File: src/rtl/tdm_demux_8ch.sv
// Receive-side TDM demultiplexer: routes one serial bit per enabled cycle to a slot aligned by
// frame_sync, and reassembles complete frames in slot order.
module tdm_demux_8ch #(
    parameter int unsigned N_CH  = 8,
    parameter int unsigned SEL_W = 3
) (
    input  logic             clk_i,
    input  logic             rst_i,
    input  logic             din_i,
    input  logic             din_en_i,
    input  logic             frame_sync_i,
    output logic [N_CH-1:0]  ch_out_o,
    output logic [SEL_W-1:0] ch_sel_o,
    output logic             ch_valid_o,
    output logic [N_CH-1:0]  frame_out_o,
    output logic             frame_valid_o,
    output logic             locked_o,
    output logic             sync_err_o
);

    localparam logic [0:0] StHunt = 1'b0;
    localparam logic [0:0] StRun  = 1'b1;

    localparam logic [SEL_W-1:0] LastSlot = SEL_W'(N_CH - 1);

    logic [0:0]       state_q, state_d;
    logic [SEL_W-1:0] cnt_q, cnt_d;
    logic [N_CH-1:0]  asm_q, asm_d;
    logic [N_CH-1:0]  ch_out_q, ch_out_d;
    logic [SEL_W-1:0] ch_sel_q, ch_sel_d;
    logic             ch_valid_q, ch_valid_d;
    logic [N_CH-1:0]  frame_out_q, frame_out_d;
    logic             frame_valid_q, frame_valid_d;
    logic             sync_err_q, sync_err_d;

    logic             accept;
    logic             realign;
    logic [SEL_W-1:0] slot;
    logic             frame_done;

    always_comb begin
        accept     = din_en_i & ((state_q == StRun) | frame_sync_i);
        // Any accepted frame_sync forces slot 0, whether it is the first lock or a resync.
        realign    = accept & frame_sync_i;
        slot       = realign ? '0 : cnt_q;
        frame_done = accept & (slot == LastSlot);
    end

    always_comb begin
        state_d       = state_q;
        cnt_d         = cnt_q;
        asm_d         = asm_q;
        ch_out_d      = ch_out_q;
        ch_sel_d      = ch_sel_q;
        ch_valid_d    = 1'b0;
        frame_out_d   = frame_out_q;
        frame_valid_d = 1'b0;
        sync_err_d    = 1'b0;

        if (accept) begin
            state_d    = StRun;
            cnt_d      = slot + SEL_W'(1);
            ch_out_d   = N_CH'(din_i) << slot;
            ch_sel_d   = slot;
            ch_valid_d = 1'b1;
            sync_err_d = frame_sync_i & (state_q == StRun) & (cnt_q != '0);

            // Clearing on slot 0 keeps a discarded partial frame out of the next one.
            if (slot == '0) begin
                asm_d = '0;
            end
            asm_d[slot] = din_i;

            if (frame_done) begin
                frame_out_d   = {din_i, asm_q[N_CH-2:0]};
                frame_valid_d = 1'b1;
            end
        end
    end

    always_ff @(posedge clk_i) begin
        if (rst_i) begin
            state_q       <= StHunt;
            cnt_q         <= '0;
            asm_q         <= '0;
            ch_out_q      <= '0;
            ch_sel_q      <= '0;
            ch_valid_q    <= 1'b0;
            frame_out_q   <= '0;
            frame_valid_q <= 1'b0;
            sync_err_q    <= 1'b0;
        end else begin
            state_q       <= state_d;
            cnt_q         <= cnt_d;
            asm_q         <= asm_d;
            ch_out_q      <= ch_out_d;
            ch_sel_q      <= ch_sel_d;
            ch_valid_q    <= ch_valid_d;
            frame_out_q   <= frame_out_d;
            frame_valid_q <= frame_valid_d;
            sync_err_q    <= sync_err_d;
        end
    end

    assign ch_out_o      = ch_out_q;
    assign ch_sel_o      = ch_sel_q;
    assign ch_valid_o    = ch_valid_q;
    assign frame_out_o   = frame_out_q;
    assign frame_valid_o = frame_valid_q;
    assign locked_o      = (state_q == StRun);
    assign sync_err_o    = sync_err_q;

endmodule
File: config.mk
export PLATFORM = sky130hd
export DESIGN_NAME = tdm_demux_8ch
export DESIGN_NICKNAME = d
export VERILOG_FILES = /design/src/rtl/tdm_demux_8ch.sv
export SDC_FILE = /design/constraint.sdc
export NUM_CORES = 1
export LEC_CHECK = 0
export ABC_AREA = 0
export CAP_MARGIN = 20
export CORE_MARGIN = 4
export CORE_UTILIZATION = 49
export DETAILED_ROUTE_END_ITERATION = 8
export MAX_ROUTING_LAYER = met4
export PLACE_DENSITY = 0.81
export SYNTH_ARGS = -nofsm -noshare
export SYNTH_HDL_FRONTEND = slang
export SYNTH_SLANG_ARGS = --single-unit
File: constraint.sdc
create_clock -name clk_i -period 3.9 [get_ports clk_i]
set_clock_uncertainty 0.1 [all_clocks]
set_input_delay 0.39 -clock clk_i [delete_from_list [all_inputs] [get_ports clk_i]]
set_output_delay 0.39 -clock clk_i [all_outputs]
set_load 0.01 [all_outputs]
* After elaboration in Yosys (flattened, before gate mapping)
Cells that the tools add are included.
** Word-level totals
- Register bits after elaboration :: 34
- Input bits :: 5
- Output and inout port bits :: 23
- Word-level logic and storage cells :: 34
** Cells by class
- Add/sub/neg operators :: 1
- Order comparisons :: 2
- Equality and inequality tests :: 1
- Shift operators :: 1
- Mux-type cells :: 8
- Bitwise logic cells :: 7
- Reductions and logical operators :: 5
** Operators with widths (count)
- 2-to-1 mux 8 bit :: 2
- bitwise mux 8 bit :: 1
- << shifter 1 x 3 -> 8 bit :: 1
- AND 1 bit :: 5
- < comparator 3 x 4 -> 1 bit (second input constant) :: 1
- adder 3 x 1 -> 3 bit (second input constant) :: 1
- demux 1 bit (select 3 bit) :: 1
- == test 3 bit (second input constant) :: 1
- >= comparator 3 x 1 -> 1 bit (second input constant) :: 1
- logical NOT 3 bit :: 1
- 2-to-1 mux 1 bit :: 3
- 2-to-1 mux 3 bit :: 1
- nonzero test 3 bit :: 1
- AND reduction 2 bit :: 1
- OR reduction 2 bit :: 1
- logical AND 1 bit :: 1
- inverter 1 bit :: 1
- bitwise OR 1 bit :: 1

* Logic depth before layout (Yosys ltp)
Gate-level depths: netlist of run 1.
- Depth after elaboration :: 9
- Mapped depth :: 10
- Mapped depth without buffers :: 8

* Least setup slack after synthesis of run 1
OpenSTA, ideal clock, no wires.
- Path kind :: input -> register
- Start point :: input din_en_i
- End point :: register frame_out_q[7] (netlist: frame_out_o[7])
- Setup time :: 128 ps
- Data arrival time :: 1731 ps
- Path slack :: 1942 ps
- Cell stages on the path :: 9
- Path buffers :: 2
- Cells stage by stage :: buf_4 > nand2_2 > and2_1 > ha_1 > ha_1 > buf_2 > o211ai_4 > mux2i_1 > nor2_1
** Between the ends
- Cells in the longest elaborated chain, start to end :: 6
** RTL lines
- start, declared :: line 10 : input logic din_en_i,
- AND 1 bit :: line 42 : accept = din_en_i & ((state_q == StRun) | frame_sync_i);
- AND 1 bit :: line 44 : realign = accept & frame_sync_i;
- 2-to-1 mux 3 bit :: line 45 : slot = realign ? '0 : cnt_q;
- net slot[0] :: line 38 : logic [SEL_W-1:0] slot;
- == test 3 bit :: line 46 : frame_done = accept & (slot == LastSlot);
- AND 1 bit :: line 46
- AND reduction 2 bit (no line)
- end signal, assigned :: line 99 : frame_out_q <= frame_out_d;
- end, declared :: line 32 : logic [N_CH-1:0] frame_out_q, frame_out_d;
The timed path passes the listed nets, and every way through them passes these cells.
A chain may end at the register's enable or synchronous reset.

* Worst setup path in the final report of run 1
Same ends and word-level chain as after synthesis.

==> out/metrics.yaml, run 1 <==
yosysMostFrequentCell: "dfxtp_1"
status: "finished clean"
dpl.hpwl_mm: 2.23
grt_start_max_net_pins: 33
port_buffers: 27
syn_area_sq_mm: 0.00149
crit_family: "buffers and inverters"
post-cts-setup-buffer-count: 0
slowest_delay_ns: 0.79
post_cts_resize_count: 0
slew_viol_final: 0
synth_top_area_cell: "dfxtp_1"
rsz0062_at_grt: "no"
min_from: "frame_out_o[2]"
grt_pass1_vias: 1137
fin_setup_tns_ns: 0
num_rows: 19
cp_common_cell: "ha_1"
leakagePower_uw: 0.000628
drc: 0
critical_path_peak_fanout: 11
clock_sinks: 33
holdBufCountCts: 0
critPathKind: "in2reg"
syn_inst: 164
worst_hold_path_type: "reg2reg"
endpoint_kind: "flip-flop"
synth_area_leaders: "dfxtp_1 44%, a21oi_1 6.4%, nand2_1 5.0%, nand3_1 4.4%, nor2_1 3.0%"
cts_tree: "done"
fillCellCount: 244
num_vias: 1230
synth-async-reset-ratio: 0
die_x_microns: 63.1
antenna_left: 0
gr-total-overflow: 0
grt_usage: 0.174
rr_worst_depth: 7
ys_top_cells_by_count: "33 x dfxtp_1, 20 x nand2_1, 19 x a21oi_1"
ioPinCount: 28
yosys_most_used_dff: "dfxtp_1"
synth_edf_count: 0
wl_per_cell_microns: 14.6
dr.first_iter.drc_count: 94
setup_violations: 0
cts_buffers: 5
fin_nets: 193
synth_top_area_frac: 0.444
critPathSlowestCell: "clkdlybuf4s50_1"
period_needed_ns: 2.53
holdPathEnd: "frame_out_o[2]"
r2r-start: "cnt_q[1]"
relSlewSlack: 0.297
grt_antenna_before_repair: 0
p_per_area_mw_per_mm2: 334
min_delay_path_depth: 2
die_area_sq_mm: 0.00398
syn_nets: 172
finalNonFillerCells: 217
r2r_end: "frame_out_o[7]"
place_inst: 209
grt_pass1_wl_mm: 5.26
vias_per_cell: 5.67
fmax_mhz: 395
dr.pass1.iters: 4
ys_ff_latch: 33
post-route-period-util: 0.649
synth.distinct_cells: 38
area_delta_synth_final_pct: 18.1
max-cap-violations: 0
routabilityCongestion: 0.847
arrival_ns: 2.63
finalPower_uw: 586
clock-root-buffer: "clkbuf_4"
antenna_cells: 0
worst-path-buf-inv: 1
coreArea_sq_mm: 0.00283
drive_gt1_frac: 0.0806
pre_cts_ws_ns: 1.02
cp.required_ns: 4.00
irDropWorstVdd_mv: 0.222
cts_max_level: 2
syn_area_per_cell_sq_um: 9.07
tightest_slew_ns: 1.05
r2r_setup_slack_ns: 1.80
clk_pin_slew_ns: 0.10
worstSetupStartpointType: "primary input"
setup_ws_ns: 1.37
ys_warn_count: 0
wl_mm: 3.17
yosysSeqAreaShare: 0.444
cts.path.max_buffers: 2
finalHoldViolCount: 0
path_cells: "clkdlybuf4s50_1 > nand2_2 > and2_1 > ha_1 > ha_1 > o211ai_4 > mux2i_1 > nor2_1"
die_h_microns: 63.1
clkLatencyLatePin_ns: 0.34
start_util: 0.526
[routing by layer]
layer	vias to the layer above	routed length, microns	track usage
li1	617	-	-
met2	34	1570	0.273
met4	0	61	0.0826
met1	572	1380	0.199
met5	-	0	-
met3	7	157	0.0586
[registers in the layout, indices dropped and copies added, names as in the netlist]
| signal | count |
|---|---|
| sync_err_o | 1 |
| asm_q | 7 |
| locked_o | 1 |
| ch_valid_o | 1 |
| frame_out_o | 8 |
| ch_sel_o | 3 |
| frame_valid_o | 1 |
| cnt_q | 3 |
| ch_out_o | 8 |
[how the worst max path moves through the flow]
stage                 startpoint  cells after the start             end
finish                  din_en_i                      8  frame_out_o[7]
floorplan               din_en_i                      9  frame_out_o[7]
CTS                     din_en_i                      8  frame_out_o[7]
detailed placement      din_en_i                      8  frame_out_o[7]
global placement        din_en_i                      8  frame_out_o[7]
global route        frame_sync_i                      9  frame_out_o[7]
[where the power goes]
group	internal (uW)	total, uW	leakage (uW)	switching [uW]
clock network	68.5	181	0.0000320	113
logic	21.8	54.0	0.000329	32.2
registers	341	351	0.000267	9.11
[cells by family (layout without fill, tap and decap cells)]
group / count (synthesis) / count (layout) / share of synthesized area
and+or+nand+nor: 70 / 70 / 0.259
adders and majority gates: 3 / 3 / 0.0252
AOI/OAI and AO/OA: 40 / 40 / 0.189
buffers and inverters: 16 / 38 / 0.0690
DFF: 33 / 33 / 0.444
muxes: 2 / 2 / 0.0135
[cell type report]
class | instances | area (sq um) | share of cell area
Sequential cell | 33 | 661 | 0.376
Multi-Input combinational cell | 115 | 724 | 0.412
Timing Repair Buffer | 27 | 270 | 0.154
Tap cell | 31 | 38.8 | 0.0221
Inverter | 3 | 11.3 | 0.00641
Clock buffer | 6 | 41.3 | 0.0235
Clock inverter | 2 | 10.0 | 0.00570
[placed cells by master, fill, tap and decap left out, types with 2 or more instances in the layout]
cell,n
a21bo_2,2
a21oi_1,19
a32oi_1,3
and2_1,3
and4bb_1,2
clkbuf_4,5
clkdlybuf4s50_1,27
clkinv_2,2
dfxtp_1,33
ha_1,3
inv_1,3
mux2i_1,2
nand2_1,20
nand2b_1,3
nand3_1,13
nand4_1,3
nand4b_1,2
nor2_1,12
nor2b_1,3
nor3_1,2
o21ai_0,5
o21ai_1,3
[worst register-to-register path: cells and delay by family (launching register included)]
family | cells | cell delay, ns
adder cells (fa/ha/maj) | 2 | 0.52
multiplexers | 1 | 0.21
AND/OR/NAND/NOR | 2 | 0.18
buffers and inverters | 1 | 0.14
AO/OA/AOI/OAI | 1 | 0.20
flip-flops | 1 | 0.61
[stage by stage]
stage                     cell area (sq um)  utilization  hold WS (ns)
after floorplan                        1490            -         0.338
after global placement                 1710        0.603         0.344
after detailed placement               1710        0.603         0.349
after CTS                              1760        0.621         0.364
after global routing                   1760        0.621         0.393
final                                  1760        0.621         0.359
No activity file was read; power rests on OpenSTA's default activity.
==> run 2, diff against run 1 <==
--- a/config.mk
+++ b/config.mk
@@ -8,10 +8,10 @@
 export ABC_AREA = 0
 export CAP_MARGIN = 20
 export CORE_MARGIN = 4
-export CORE_UTILIZATION = 49
+export CORE_UTILIZATION = 46
 export DETAILED_ROUTE_END_ITERATION = 8
 export MAX_ROUTING_LAYER = met4
-export PLACE_DENSITY = 0.81
+export PLACE_DENSITY = 0.8
 export SYNTH_ARGS = -nofsm -noshare
 export SYNTH_HDL_FRONTEND = slang
 export SYNTH_SLANG_ARGS = --single-unit
==> constraint.sdc (replaced) <==
create_clock -name clk_i -period 2.05 [get_ports clk_i]
set_clock_uncertainty 0.1 [all_clocks]
set_input_delay 0.205 -clock clk_i [delete_from_list [all_inputs] [get_ports clk_i]]
set_output_delay 0.205 -clock clk_i [all_outputs]
set_load 0.01 [all_outputs]
==> run 2 against run 1 <==
Via count rose by 4.8%; cell count increased by 13%; combinational power grew to 2.6 times the previous value; sequential power is 87% higher; largest cell class unchanged; largest power group unchanged; highest routed layer unchanged.
==> out/metrics.yaml, run 2 (synthesis gave the netlist of run 1 again) <==
worstSetupStartpointType: "flip-flop"
coreArea_sq_mm: 0.00308  # +8.8%
slowest_delay_ns: 0.61  # -0.18 ns
grt_start_max_net_pins: 17  # -48%
worst-path-buf-inv: 1  # unchanged
arrival_ns: 1.44  # -1.19 ns
setup_violations: 0  # unchanged
grt_pass1_vias: 1327  # +17%
cts_buffers: 5  # unchanged
mostFrequentLayoutCell: "dfxtp_1"
stdcell_area_sq_mm: 0.00190  # +8.4%
num_vias: 1289  # +4.8%
die_area_sq_mm: 0.00421  # +5.7%
path_cells: "clkdlybuf4s50_1"
antenna_cells: 0  # unchanged
rsz0062_at_grt: "no"
fin_setup_tns_ns: 0  # unchanged
fmax_mhz: 574
dpl.hpwl_mm: 2.52  # +13%
post-cts-setup-buffer-count: 0  # unchanged
finalNonFillerCells: 245  # +13%
critPathSlowestCell: "clkdlybuf4s50_1"
grt_usage: 0.192  # +0.0188
clock-root-buffer: "clkbuf_4"
period_needed_ns: 1.74
fillCellCount: 283  # +16%
start_util: 0.483  # -0.0425
r2r-start: "cnt_q[0]"
die_h_microns: 64.9  # +2.8%
antenna_left: 0  # unchanged
cts.path.max_buffers: 2  # unchanged
area_delta_synth_final_pct: 28.0
worst_hold_path_type: "reg2reg"
cp.required_ns: 1.75  # -2.25 ns
irDropWorstVdd_mv: 0.388  # +75%
dr.pass1.iters: 4  # unchanged
status: "finished clean"
wl_per_cell_microns: 13.8  # -5.1%
max-cap-violations: 0  # unchanged
grt_pass1_wl_mm: 6.21  # +18%
cts_tree: "done"
place_inst: 237  # +13%
post_cts_resize_count: 0  # unchanged
ioPinCount: 28  # unchanged
drc: 0  # unchanged
crit_family: "buffers and inverters"
endpoint_kind: "primary output"
clk_pin_slew_ns: 0.09  # about the same
routabilityCongestion: 0.878  # +3.7%
fin_nets: 208  # +7.8%
p_per_area_mw_per_mm2: 630  # +89%
gr-total-overflow: 0  # unchanged
final_cell_mix: "33 x dfxtp_1, 27 x clkdlybuf4s50_1, 20 x nand2_1"
finalHoldViolCount: 0  # unchanged
finalPower_uw: 1200  # +100%
grt_antenna_before_repair: 0  # unchanged
die_x_microns: 64.9  # +2.8%
critical_path_peak_fanout: 8  # -3
num_rows: 20  # +1
vias_per_cell: 5.26  # -7.2%
tightest_slew_ns: 0.411  # -0.641 ns
leakagePower_uw: 0.000711  # +13%
slew_viol_final: 0  # unchanged
min_from: "frame_out_o[6]"
timing.critical_path.from: "locked_o"
holdBufCountCts: 0  # unchanged
fin_util: 0.619  # -0.00226
wl_mm: 3.39  # +7.1%
clkLatencyLatePin_ns: 0.33  # about the same
port_buffers: 27  # unchanged
post-route-period-util: 0.849
dr.first_iter.drc_count: 57  # -39%
clock_sinks: 33  # unchanged
relSlewSlack: 0.725  # +0.429
drive_gt1_frac: 0.154  # +0.0736
cts_max_level: 2  # unchanged
placed_cell_area_sq_mm: 0.00183  # +7.6%
critPathKind: "reg2out"
-- run 2: cell count changes in the layout (fill, tap and decap cells not counted), sizes merged --
cell    delta
clkinv     -1
clkbuf     +1
buf       +15
-- run 2: cell type report --
class                      instances  area (sq um)  area share
clock buffer                       7          65.1      0.0342
clock inverter                     1          5.00     0.00263
inverter                           3          11.3     0.00591
tap                               44          55.1      0.0289
sequential                        33           661       0.347
multi-input combinational        115           724       0.380
timing repair buffer              42           383       0.201
-- run 2: worst reg2reg max path, stage by stage (launching register included) --
cell and delay, ns:
dfxtp_1 0.33, and2_1 0.15, inv_1 0.05, ha_1 0.23
and3b_1 0.20, o31ai_2 0.25, mux2i_1 0.21
-- run 2: worst paths after layout --
path,to,slack [ns],cells past startpoint
hold / removal,frame_out_o[6],0.36,2
hold reg to reg,frame_out_o[6],0.36,2
setup / recovery,locked_o,0.31,1
setup reg to reg,asm_q[0],0.47,6
-- run 2: per-layer routing --
metal / vias to the layer above / global-route usage / part of all wire / routed length [microns]
met3: 7 / 0.0485 / 0.039 / 133
met4: 0 / 0.0554 / 0.014 / 47
met1: 600 / 0.232 / 0.45 / 1540
met2: 32 / 0.318 / 0.49 / 1670
met5: - / - / 0 / 0
li1: 650 / - / - / -
-- run 2: stage by stage --
stage | hold WS [ns] | setup WS [ns]
2_1_floorplan | 0.249 | 0.277
3_3_place_gp | 0.340 | 0.0688
3_5_place_dp | 0.348 | -0.00906
4_1_cts | 0.361 | 0.297
5_1_grt | 0.388 | 0.170
6_report | 0.358 | 0.309
-- run 2: where the power goes --
part	switching [uW]	total (uW)	internal, uW
logic	78.7	138	59.5
clock network	206	405	199
registers	6.96	656	649
